`config.mk`:
```
export PLATFORM = sky130hd
export DESIGN_NAME = ctrl_decode_pipe
export DESIGN_NICKNAME = d
export VERILOG_FILES = /design/src/rtl/ctrl_pkg.sv /design/src/rtl/ctrl_decode_comb.sv /design/src/rtl/ctrl_decode_pipe.sv
export SDC_FILE = /design/constraint.sdc
export NUM_CORES = 1
export LEC_CHECK = 0
export ABC_AREA = 1
export CAP_MARGIN = 40
export CORE_MARGIN = 4
export CORE_UTILIZATION = 30
export DETAILED_ROUTE_END_ITERATION = 7
export HOLD_SLACK_MARGIN = 0.15
export SLEW_MARGIN = 40
export SYNTH_ARGS = -nofsm -noshare
export SYNTH_HDL_FRONTEND = slang
export SYNTH_SLANG_ARGS = --single-unit
```
`constraint.sdc`:
```
create_clock -name clk -period 3.2 [get_ports clk]
set_input_delay 0.8 -clock clk [delete_from_list [all_inputs] [get_ports clk]]
set_output_delay 0.8 -clock clk [all_outputs]
set_load 0.03 [all_outputs]
```
`src/rtl/ctrl_pkg.sv`:
```
// Shared control-decode definitions: opcodes, bundle field indices, bubble.
package ctrl_pkg;

  localparam logic [5:0] OP_RTYPE = 6'b000000;
  localparam logic [5:0] OP_LW    = 6'b100011;
  localparam logic [5:0] OP_SW    = 6'b101011;
  localparam logic [5:0] OP_BEQ   = 6'b000100;
  localparam logic [5:0] OP_BNE   = 6'b000101;
  localparam logic [5:0] OP_ADDI  = 6'b001000;
  localparam logic [5:0] OP_J     = 6'b000010;
  localparam logic [5:0] OP_NOP   = 6'b100000;

  // wb = {reg_write, mem_to_reg}
  localparam int WB_REG_WRITE  = 1;
  localparam int WB_MEM_TO_REG = 0;
  // mem = {branch, mem_read, mem_write}
  localparam int MEM_BRANCH = 2;
  localparam int MEM_READ   = 1;
  localparam int MEM_WRITE  = 0;
  // ex = {reg_dst, alu_op[1:0], alu_src}
  localparam int EX_REG_DST = 3;
  localparam int EX_ALU_OP1 = 2;
  localparam int EX_ALU_OP0 = 1;
  localparam int EX_ALU_SRC = 0;

  typedef struct packed {
    logic [1:0] wb;
    logic [2:0] mem;
    logic [3:0] ex;
    logic       br_ne;
    logic       jump;
    logic       valid;
    logic       illegal;
  } ctrl_t;

  // A bubble carries no side effects and is not a real instruction.
  localparam ctrl_t CTRL_BUBBLE = '0;

endpackage

```
`src/rtl/ctrl_decode_comb.sv`:
```
// Pure combinational opcode -> control bundle decoder.
module ctrl_decode_comb
  import ctrl_pkg::*;
#(
  parameter int OPW = 6
) (
  input  logic [OPW-1:0] opcode,
  output logic [1:0]     wb,
  output logic [2:0]     mem,
  output logic [3:0]     ex,
  output logic           br_ne,
  output logic           jump,
  output logic           valid,
  output logic           illegal
);

  // Table lookup; anything not listed decodes as an illegal, invalid bundle.
  always_comb begin
    wb      = 2'b00;
    mem     = 3'b000;
    ex      = 4'b0000;
    br_ne   = 1'b0;
    jump    = 1'b0;
    valid   = 1'b1;
    illegal = 1'b0;
    case (opcode)
      OPW'(OP_RTYPE): begin wb = 2'b10; ex = 4'b1100; end
      OPW'(OP_LW):    begin wb = 2'b11; mem = 3'b010; ex = 4'b0001; end
      OPW'(OP_SW):    begin mem = 3'b001; ex = 4'b0001; end
      OPW'(OP_BEQ):   begin mem = 3'b100; ex = 4'b0100; end
      OPW'(OP_BNE):   begin mem = 3'b100; ex = 4'b0100; br_ne = 1'b1; end
      OPW'(OP_ADDI):  begin wb = 2'b10; ex = 4'b0001; end
      OPW'(OP_J):     jump = 1'b1;
      OPW'(OP_NOP):   ;
      default: begin
        valid   = 1'b0;
        illegal = 1'b1;
      end
    endcase
  end

endmodule

```
`src/rtl/ctrl_decode_pipe.sv`:
```
// ID-stage control decode registered into ID/EX, with load-use bubble,
// downstream hold and branch-shadow flush.
module ctrl_decode_pipe
  import ctrl_pkg::*;
#(
  parameter int OPW    = 6,
  parameter int REGW   = 5,
  parameter int SHADOW = 1,
  parameter int LU_EN  = 1
) (
  input  logic            clk,
  input  logic            rst,
  input  logic [OPW-1:0]  opcode,
  input  logic [REGW-1:0] id_rs,
  input  logic [REGW-1:0] id_rt,
  input  logic            stall_in,
  input  logic            branch_taken,
  output logic [1:0]      wb,
  output logic [2:0]      mem,
  output logic [3:0]      ex,
  output logic            br_ne,
  output logic            jump,
  output logic [REGW-1:0] ex_rt,
  output logic            valid_out,
  output logic            illegal_op,
  output logic            hu_stall
);

  ctrl_t           dec;
  ctrl_t           q;
  logic [REGW-1:0] ex_rt_q;
  logic [3:0]      cnt;
  logic            flush;

  ctrl_decode_comb #(.OPW(OPW)) u_dec (
    .opcode  (opcode),
    .wb      (dec.wb),
    .mem     (dec.mem),
    .ex      (dec.ex),
    .br_ne   (dec.br_ne),
    .jump    (dec.jump),
    .valid   (dec.valid),
    .illegal (dec.illegal)
  );

  // Load in EX writing a register that ID reads; valid gate keeps the
  // bubble we inserted from re-triggering, so a load-use costs one cycle.
  always_comb begin
    hu_stall = (LU_EN != 0) && q.mem[MEM_READ] && q.valid &&
               ((ex_rt_q == id_rs) || (ex_rt_q == id_rt));
  end

  assign flush = branch_taken || (cnt != 4'd0);

  // ID/EX register and shadow counter; flush outranks the downstream hold
  // so the shadow always drains on schedule.
  always_ff @(posedge clk or posedge rst) begin
    if (rst) begin
      q       <= CTRL_BUBBLE;
      ex_rt_q <= '0;
      cnt     <= 4'd0;
    end else if (flush) begin
      q       <= CTRL_BUBBLE;
      ex_rt_q <= '0;
      cnt     <= branch_taken ? 4'(SHADOW - 1) : cnt - 4'd1;
    end else if (stall_in) begin
      q       <= q;
      ex_rt_q <= ex_rt_q;
    end else if (hu_stall) begin
      q       <= CTRL_BUBBLE;
      ex_rt_q <= '0;
    end else begin
      q       <= dec;
      ex_rt_q <= id_rt;
    end
  end

  assign wb         = q.wb;
  assign mem        = q.mem;
  assign ex         = q.ex;
  assign br_ne      = q.br_ne;
  assign jump       = q.jump;
  assign valid_out  = q.valid;
  assign illegal_op = q.illegal;
  assign ex_rt      = ex_rt_q;

endmodule

```
[After elaboration in Yosys (flattened, before gate mapping)]
Index checks and enable logic that the tools add are counted.
Word-level totals
  register bits after elaboration: 22
  logic and storage cells: 44
  output and inout bits: 19
  input port bits: 20
Operators by class
  reduce and logical (&&, ||, !) cells: 10
  multiplexer cells: 14
  equal/unequal tests: 10
  add/sub/neg operators: 1
Operators with widths (number)
  2-to-1 mux 13 bit: 3
  equality test 6 bit (second input constant): 3
  2-to-1 mux 5 bit: 3
  equality test 6 x 3 -> 1 bit (second input constant): 2
  case mux 4 bit (3 select lines): 1
  equality test 5 bit: 2
  case mux 3 bit (3 select lines): 1
  OR reduction 8 bit: 1
  equality test 6 x 2 -> 1 bit (second input constant): 1
  equality test 6 x 4 -> 1 bit (second input constant): 1
  logical NOT 6 bit: 1
  2-to-1 mux 1 bit: 4
  2-to-1 mux 4 bit: 1
  case mux 2 bit (2 select lines): 1
  nonzero test 4 bit: 1
  OR reduction 2 bit: 2
  subtractor 4 x 1 -> 4 bit (second input constant): 1
  OR reduction 3 bit: 1
  logical AND 1 bit: 2
  logical OR 1 bit: 2
  inequality test 2 x 1 -> 1 bit (second input constant): 1

[Depth between registers and ports, before layout]
Gate-level depths: netlist (run 1).
  word-level depth: 6
  mapped depth: 10
  mapped depth without buffers: 9

[Modules after synthesis]
From an unflattened synthesis (run 1), not the netlist that was laid out.
Unflattened totals
  cells, all modules: 234
  area, all modules: 1482.7 um^2
Modules (own cells, without submodules)
  ctrl_decode_pipe: area each 1231.2 um^2, times used 1, cells each 182
  ctrl_decode_comb: area each 251.5 um^2, times used 1, cells each 52

[Least setup slack after synthesis (run 1)]
OpenSTA, ideal clock, no wires.
  path kind: in2out
  from: input id_rs[2]
  to: output hu_stall
  data required time: 2400 ps
  path buffers: 1
  arrival time: 1557 ps
  slack: 843 ps
  stages: 9
  cells stage by stage: inv_1 -> nand2_1 -> nand2_1 -> nor2_1 -> nand3_1 -> nand2_1 -> nand2_2 -> buf_6 -> inv_1
Between the ends
  word-level cells in the longest chain between the ends: 3
RTL lines
  start, declared: line ctrl_decode_pipe.sv:14  | input logic [REGW-1:0] id_rs,
  equality test 5 bit: line ctrl_decode_pipe.sv:50  | ((ex_rt_q == id_rs) || (ex_rt_q == id_rt));
  logical OR 1 bit: line ctrl_decode_pipe.sv:50
  logical AND 1 bit: line ctrl_decode_pipe.sv:49  | hu_stall = (LU_EN != 0) && q.mem[MEM_READ] && q.valid &&
  end, declared: line ctrl_decode_pipe.sv:26  | output logic hu_stall
No other way between the ends.

[Worst setup path in the final report (run 1)]
  from: input id_rs[0]
  to: output hu_stall
The elaborated chain is that of the path after synthesis.

==> flow_summary.yaml, run 1 <==
sta:
  finalSetupTns_ps: 0
  finClkSkew_ps: 7.36
  fin_ws_ps: 436
  drv_slew: 0
  rsz0062_at_grt: "false"
  setup_viol: 0
  min_period_over_period_pct: 86.4
  min_period_ps: 2760
  fmax_ghz: 0.362
  hold_slack_ps: 482
  hold_viol: 0
global_route:
  grt_first_pass_wirelength_mm: 4.57
  antenna_found_initial: 0
  grt_max_degree: 21
  grt_pass1_vias: 1076
  gr-total-overflow: 0
  grt_usage_pct: 11.2
cts:
  numCtsBuffers: 3
  cts.clk_slew.worst_paths_ps: 80
  clock-sinks: 20
  cts_tree: "done"
  clock_latency_ps: 260
  post_cts_buffers: 0
  root_buffer: "clkbuf_8"
  cts_hold_buf: 0
  clockBufferDepth: 2
  cts_resized: 0
  htreeDepth: 1
worst_setup_path:
  cp-start-kind: "input pin"
  crit_required_ps: 2400
  critPathKind: "input pin to output port"
  worstSetupEndpointType: "output port"
  critPathMaxFanout: 2
  worstPathArrival_ps: 1960
layout:
  nFillCells: 415
  ff_latch_area_um2: 500
  n_antenna_cell: 0
  multi_input_area_um2: 528
  nets: 229
  synthToLayoutAreaGrowth_pct: 40.5
  drive_gt1_share_pct: 9.18
floorplan:
  die_w_um: 70.9
  ios: 39
  die-area_um2: 5020
  initial_core_util_pct: 31.7
  std_cell_rows: 22
  core-area_um2: 3740
  die_y_um: 70.9
synthesis:
  synth_fp_nets: 189
  avgSynthCellArea_um2: 7.06
  synthFlopType: "dfrtp_1"
  synthesis.area_um2: 1190
  synth_edf_count: 0
  ys_seq_area_share_pct: 42.2
  synth.distinct_cells: 21
  yosysWarnings: 0
  async_flop_share_pct: 100
  synth.ff_latch_count: 20
  synth_cells: 168
drt:
  ant_nets: 0
  drt-vias-per-instance: 4.30
  drc: 0
  via_count: 1097
  drt-total-wl_mm: 2.62
  firstDrtPassIters: 4
  drt_iter0_drc: 26
  wire_per_inst_um: 10.3
place:
  dp_hpwl_mm: 2.00
  pre_cts_slack_ps: 422
  gp_congestion: 0.786
  portBuffers: 37
power_and_ir_drop:
  finalPower_uw: 820
  peakVddDrop_mv: 0.193
  power.leakage_uw: 0.000867
  power.density_nw_per_um2: 492
status:
  status: "completed"
flow_run:
  maxCapViolations: 0
hold_path:
  hold_path.class: "register to register"
cell usage in the layout, fill, tap and decap left out:
master,n
nand3_1,19
conb_1,1
nand3b_1,4
nand2_1,49
bufinv_16,1
nor2_1,19
xnor2_1,4
nor3_1,1
nor2_2,1
o21ai_1,3
clkdlybuf4s50_1,36
inv_2,5
nand2_2,2
clkbuf_8,3
nand3_2,3
dfrtp_1,20
o21ai_0,3
ha_1,1
buf_4,4
nand4_1,1
o22ai_1,1
clkinv_1,1
inv_1,25
stage by stage:
stage          utilization [%]  area, um2  cells
2_1_floorplan                -       1190    168
3_3_place_gp              42.6       1600    251
3_5_place_dp              42.6       1600    251
4_1_cts                   44.5       1670    255
5_1_grt                   44.5       1670    255
6_report                  44.5       1670    255
path summary, 6_finish.rpt:
kind	startpoint	cells after the start	to	slack, ps
setup / recovery	id_rs[0]	10	hu_stall	440
hold / removal	ex[3]	2	ex[3]	480
setup reg to reg	cnt[0]	8	ex[2]	1590
hold reg to reg	ex[3]	2	ex[3]	480
max in group asynchronous	rst	2	ex_rt[3]	2040
min in group asynchronous	rst	2	jump	850
Yosys cell counts, types with 2 or more instances:
cell type	n	area, um2
buf_4	4	30.0
dfrtp_1	20	500
inv_1	26	97.6
inv_2	4	15.0
nand2_1	49	184
nand2_2	2	12.5
nand3_1	19	95.1
nand3_2	3	30.0
nand3b_1	4	30.0
nor2_1	19	71.3
o21ai_0	3	15.0
o21ai_1	3	15.0
xnor2_1	4	35.0
report_power, final:
| part | switching (uW) | internal [uW] | leakage (uW) | total (uW) |
|---|---|---|---|---|
| logic | 142 | 112 | 0.000557 | 254 |
| registers | 26.0 | 286 | 0.000274 | 312 |
| clock network | 87.8 | 167 | 0.0000357 | 255 |
kinds of logic (layout without fill, tap and decap cells):
group | after synthesis | after routing | share of synthesized area (%)
AOI/OAI and AO/OA | 7 | 7 | 3.06
and+or+nand+nor | 99 | 99 | 37.1
other | 1 | 1 | 0.316
DFF | 20 | 20 | 42.2
xor gates and xnor gates | 4 | 4 | 2.95
adders and majority gates | 1 | 1 | 1.05
buffers and inverters | 36 | 75 | 13.3
layer usage:
layer | wire (um) | global-route usage, % | part of all wire (%) | up-vias
met5 | 0 | 0 | 0 | -
met4 | 9 | 2.51 | 0.34 | 0
met3 | 163 | 4.40 | 6.2 | 2
met2 | 1230 | 19.2 | 47 | 27
met1 | 1210 | 13.1 | 46 | 485
li1 | - | - | - | 583
flip-flops by register name, summed over array words and instances, names as in the netlist:
| name | count |
|---|---|
| ex_rt | 5 |
| cnt | 4 |
| ex | 3 |
| mem | 2 |
| wb | 2 |
| br_ne | 1 |
| illegal_op | 1 |
| jump | 1 |
| valid_out | 1 |
critical path, stage by stage:
cell,delay (ps)
clkdlybuf4s50_1,490
inv_1,40
nand2_1,50
nand2_1,50
nor2_1,110
nand3_1,80
nand2_1,90
nand2_2,50
inv_1,50
buf_4,150
area by class of cell:
type,count,area share (%)
clock inverter,1,1.80
timing repair buffer,40,23.4
tap,48,3.60
inverter,31,6.98
clock buffer,3,2.48
sequential,20,30.0
multi-input combinational,112,31.7
(Power assumes the default switching activity.)
==> inputs of run 2 (changes only) <==
--- a/config.mk
+++ b/config.mk
@@ -11,6 +11,7 @@
 export CORE_UTILIZATION = 30
 export DETAILED_ROUTE_END_ITERATION = 7
 export HOLD_SLACK_MARGIN = 0.15
+export SKIP_LAST_GASP = 1
 export SLEW_MARGIN = 40
 export SYNTH_ARGS = -nofsm -noshare
 export SYNTH_HDL_FRONTEND = slang
==> results of run 2 <==
The final DEF is identical to that of run 1; final timing and power are the same.
==> inputs of run 3 (changes only) <==
==> constraint.sdc (replaced) <==
create_clock -name clk -period 3.2 [get_ports clk]
set_input_delay 0.8 -clock clk [delete_from_list [all_inputs] [get_ports clk]]
set_output_delay 0.8 -clock clk [all_outputs]
set_load 0.005 [all_outputs]
==> flow_summary.yaml, run 3 (same netlist as run 1, synthesis figures left out) <==
cts:
  post_cts_buffers: 0
  numCtsBuffers: 3
  root_buffer: "clkbuf_8"
  cts.clk_slew.worst_paths_ps: 70
  clockBufferDepth: 2
  clock_latency_ps: 250
  cts_hold_buf: 0
  cts_tree: "done"
  clock-sinks: 20
  htreeDepth: 1
worst_setup_path:
  cp-start-kind: "input pin"
  critPathKind: "input pin to output port"
  critPathMaxFanout: 2
  r2r_end: "ex[2]"
  crit_required_ps: 2400
  regToRegSetupSlack_ps: 1560
  rr_worst_depth: 8
  r2r_start: "cnt[0]"
  worstPathArrival_ps: 1910
  worstSetupEndpointType: "output port"
place:
  dp_cells: 251
  pre_cts_slack_ps: 76.2
  dp_hpwl_mm: 2.04
  gp_congestion: 0.780
  placed_cell_area_um2: 1600
  portBuffers: 37
sta:
  drv_slew: 0
  finalSetupTns_ps: 0
  min_period_ps: 2710
  min_period_over_period_pct: 84.8
  setup_viol: 0
  hold_viol: 0
  fmax_ghz: 0.369
  fin_ws_ps: 487
  finClkSkew_ps: 5.35
  rsz0062_at_grt: "false"
layout:
  largest_reg_flops: 5
  nFillCells: 402
  nets: 229
  n_antenna_cell: 0
  synthToLayoutAreaGrowth_pct: 39.0
  drive_gt1_share_pct: 8.25
  finalNonFillerCells: 254
  multi_input_area_um2: 528
  final_cell_mix: "49 x nand2_1, 33 x clkdlybuf4s50_1, 25 x inv_1"
  final_area_um2: 1650
  final_common_cell: "nand2_1"
  ff_latch_area_um2: 500
drt:
  routed.top_layer: "met4"
  via_count: 1120
  firstDrtPassIters: 4
  drc: 0
  wire_per_inst_um: 10.4
  wl_met1_mm: 1.20
  drt_iter0_drc: 35
  met3_length_um: 184
  wl_met2_mm: 1.23
  ant_nets: 0
  drt-total-wl_mm: 2.65
  drt-vias-per-instance: 4.41
floorplan:
  ios: 39
  die_y_um: 70.9
  die-area_um2: 5020
  core-area_um2: 3740
  std_cell_rows: 22
  die_w_um: 70.9
  initial_core_util_pct: 31.7
hold_path:
  hold_start: "mem[0]"
  hold_path.class: "register to register"
  holdPathEnd: "mem[0]"
  hold_depth: 2
flow_run:
  maxCapViolations: 0
global_route:
  gr-total-overflow: 0
  antenna_found_initial: 0
  grt_usage_pct: 11.6
  grt_first_pass_wirelength_mm: 4.71
  grt_pass1_vias: 1113
  grt_max_degree: 21
power_and_ir_drop:
  finalPower_uw: 705
  peakVddDrop_mv: 0.240
  power.leakage_uw: 0.000897
  power.density_nw_per_um2: 428
status:
  status: "completed"
[run 3: timing repair]
action	in CTS	in global routing
endpoints found under the hold margin	0	0
setup endpoints to repair	0	1
resized for setup	0	4
[run 3: critical path: stages]
cell and delay, ps:
clkdlybuf4s50_1 480, inv_1 40, nand2_1 50, nand2_1 50, nor2_1 110, nand3_1 80, nand2_1 90, nand2_2 50
inv_1 40, dlymetal6s2s_1 110
[run 3: layout make-up]
type                       instances  share of cell area, %
clock buffer                       3                   2.50
tap                               48                   3.64
multi-input combinational        112                   32.0
inverter                          31                   7.06
sequential                        20                   30.3
timing repair buffer              40                   24.4
[run 3: per-layer routing]
layer | vias to the layer above | global-route usage, %
met1 | 494 | 13.3
met3 | 4 | 4.26
met5 | - | 0
met2 | 34 | 19.9
li1 | 588 | -
met4 | 0 | 4.18
[run 3: worst max path at each step]
stage	start	end	slack, ps	cells after the start
floorplan	id_rs[2]	hu_stall	990	9
global placement	id_rs[2]	hu_stall	70	10
detailed placement	id_rt[4]	hu_stall	80	10
CTS	id_rs[0]	hu_stall	70	10
global route	id_rs[2]	hu_stall	360	10
finish	id_rs[0]	hu_stall	490	10
[run 3: report_power, final]
part | switching (uW) | total [uW] | leakage [uW] | internal, uW
clock | 78.0 | 162 | 0.0000216 | 83.7
sequential | 24.9 | 311 | 0.000274 | 286
combinational | 121 | 233 | 0.000601 | 111
total | 224 | 705 | 0.000897 | 481
[run 3: stage by stage]
stage               util (%)  hold WS, ps
detailed placement      42.7          470
CTS                     43.8          489
global placement        42.7          465
global route            44.1          505
floorplan                  -          473
finish                  44.1          479
==> edit (config.mk and constraints of run 2) <==
`OPW` is set to 6 in 2 places; all go to 3.
--- a/src/rtl/ctrl_decode_comb.sv
+++ b/src/rtl/ctrl_decode_comb.sv
@@ -3,5 +3,5 @@
   import ctrl_pkg::*;
 #(
-  parameter int OPW = 6
+  parameter int OPW = 3
 ) (
   input  logic [OPW-1:0] opcode,
--- a/src/rtl/ctrl_decode_pipe.sv
+++ b/src/rtl/ctrl_decode_pipe.sv
@@ -4,5 +4,5 @@
   import ctrl_pkg::*;
 #(
-  parameter int OPW    = 6,
+  parameter int OPW    = 3,
   parameter int REGW   = 5,
   parameter int SHADOW = 1,
Ports: changed (resized opcode); port bits go from 39 to 36. No check against the original RTL was run, so the function may have changed too.
==> edit against run 2 <==
  * Cell area decreased by 10%
  * Synthesized area decreased by 7.5%
  * Register-to-register slack improved by 0.17 ns
  * Sequential cell count decreased by 2
  * Routed wire length decreased by 11%
  * Critical path depth unchanged
  * Clock power decreased by 28%
  * Setup slack improved by 0.031 ns
  * First-iteration DRC count increased by 92%
  * Combinational power increased by 4%
  * Power decreased by 9.7%
  * Critical endpoint unchanged
  * Sequential share of layout area increased by 0.070 points
  * Non-clock buffer count decreased by 6
==> edit: results (changes against run 2) <==
- Status: completed
- Vias in the first global route: 1022 (-5.0%)
- Xor-xnor portion of the synthesized cell area: 0.0319 (+0.00239)
- Number of port buffers: 33 (-11%)
- Met2 Use GR: 0.184 (-0.00800)
- Post-synthesis sequential area ratio: 0.410 (-0.0115)
- Largest net degree at the start of global routing: 19 (-9.5%)
- Met3 usage: 0.0230 (-0.0210)
- First-pass GRT wire length: 4.13 mm (-9.8%)
- Post-DP HPWL: 1.69 mm (-16%)
- Wire length on met2: 940 um (-24%)
- Worst Reg-to-Reg Cells: 6 (-2)
- Worst R2R Setup Slack: 1.76 ns (+0.17 ns)
- Post-synthesis compound-gate area fraction: 0.0285 (-0.00208)
- Top cells by count, synth: 65 x nand2_1, 22 x nor2_1, 20 x inv_1
- Reg2reg end: ex_rt[4]
- Synth Area in Adders: 0.0114 (+0.000854)
- Mean Syn Cell Area: 6.86 sq um (-2.9%)
- Leakage: 0.790 nW (-8.9%)
- Avg WL per Cell: 9.71 um (-5.4%)
- Routability cong.: 0.807 (+2.7%)
- Hold EP: jump
- Fill cell count: 360 (-13%)
- Fin Clk Skew: 0.000951 ns (-0.00641 ns)
- Cells after DPL: 235 (-6.4%)
- Nets: 212 (-7.4%)
- Largest cells by area after synthesis: dfrtp_1 41%, nand2_1 22%, nor2_1 7.5%
- Tot GR Track Use: 0.115 (+0.00327)
- Routed Wire Length: 2.32 mm (-11%)
- Vias/cell: 4.09 (-4.9%)
- Max IR drop VDD: 317 uV (+64%)
- Worst Min Path Start: jump
## edit: cell types whose count changed after synthesis, moves of 2 or more
| cell | delta |
|---|---|
| nand2_1 | +16 |
| o21ai_1 | -3 |
| inv_1 | -6 |
| nand3_1 | -12 |
| nand3b_1 | -4 |
| nor2_1 | +3 |
| nor2_4 | +2 |
| dfrtp_1 | -2 |
| nand3_2 | -2 |
## edit: where the power goes
group	switching [W]	internal, W
Sequential	0.0000289	0.000264
Clock	0.0000747	0.000109
Combinational	0.000152	0.000111
Total	0.000256	0.000485
## edit: per-stage QoR
| step | setup slack, ns | util | hold slack (ns) | instance area (sq um) | power (W) |
|---|---|---|---|---|---|
| 2_1_floorplan | 0.832 | - | 0.511 | 1100 | 0.000487 |
| 3_3_place_gp | 0.443 | 0.419 | 0.462 | 1440 | 0.000564 |
| 3_5_place_dp | 0.457 | 0.419 | 0.468 | 1440 | 0.000564 |
| 4_1_cts | 0.448 | 0.435 | 0.488 | 1500 | 0.000754 |
| 5_1_grt | 0.293 | 0.435 | 0.501 | 1500 | 0.000802 |
| 6_report | 0.467 | 0.435 | 0.478 | 1500 | 0.000741 |
## edit: final cells by class
cell class / count / area [sq um] / area share
Tap cell: 46 / 57.6 / 0.0385
Timing Repair Buffer: 34 / 335 / 0.224
Clock buffer: 4 / 55.1 / 0.0368
Sequential cell: 18 / 450 / 0.301
Multi-Input combinational cell: 113 / 508 / 0.339
Inverter: 24 / 90.1 / 0.0602
## edit: worst max path at each step
stage                         from       end  slack, ns  cells after the start
after floorplan           id_rt[3]  hu_stall       0.83                      9
after global placement    id_rt[3]  hu_stall       0.44                     10
after detailed placement  id_rs[1]  hu_stall       0.46                     10
after CTS                 id_rt[3]  hu_stall       0.45                     10
after global routing      id_rt[1]  hu_stall       0.29                     10
final                     id_rt[3]  hu_stall       0.47                     10
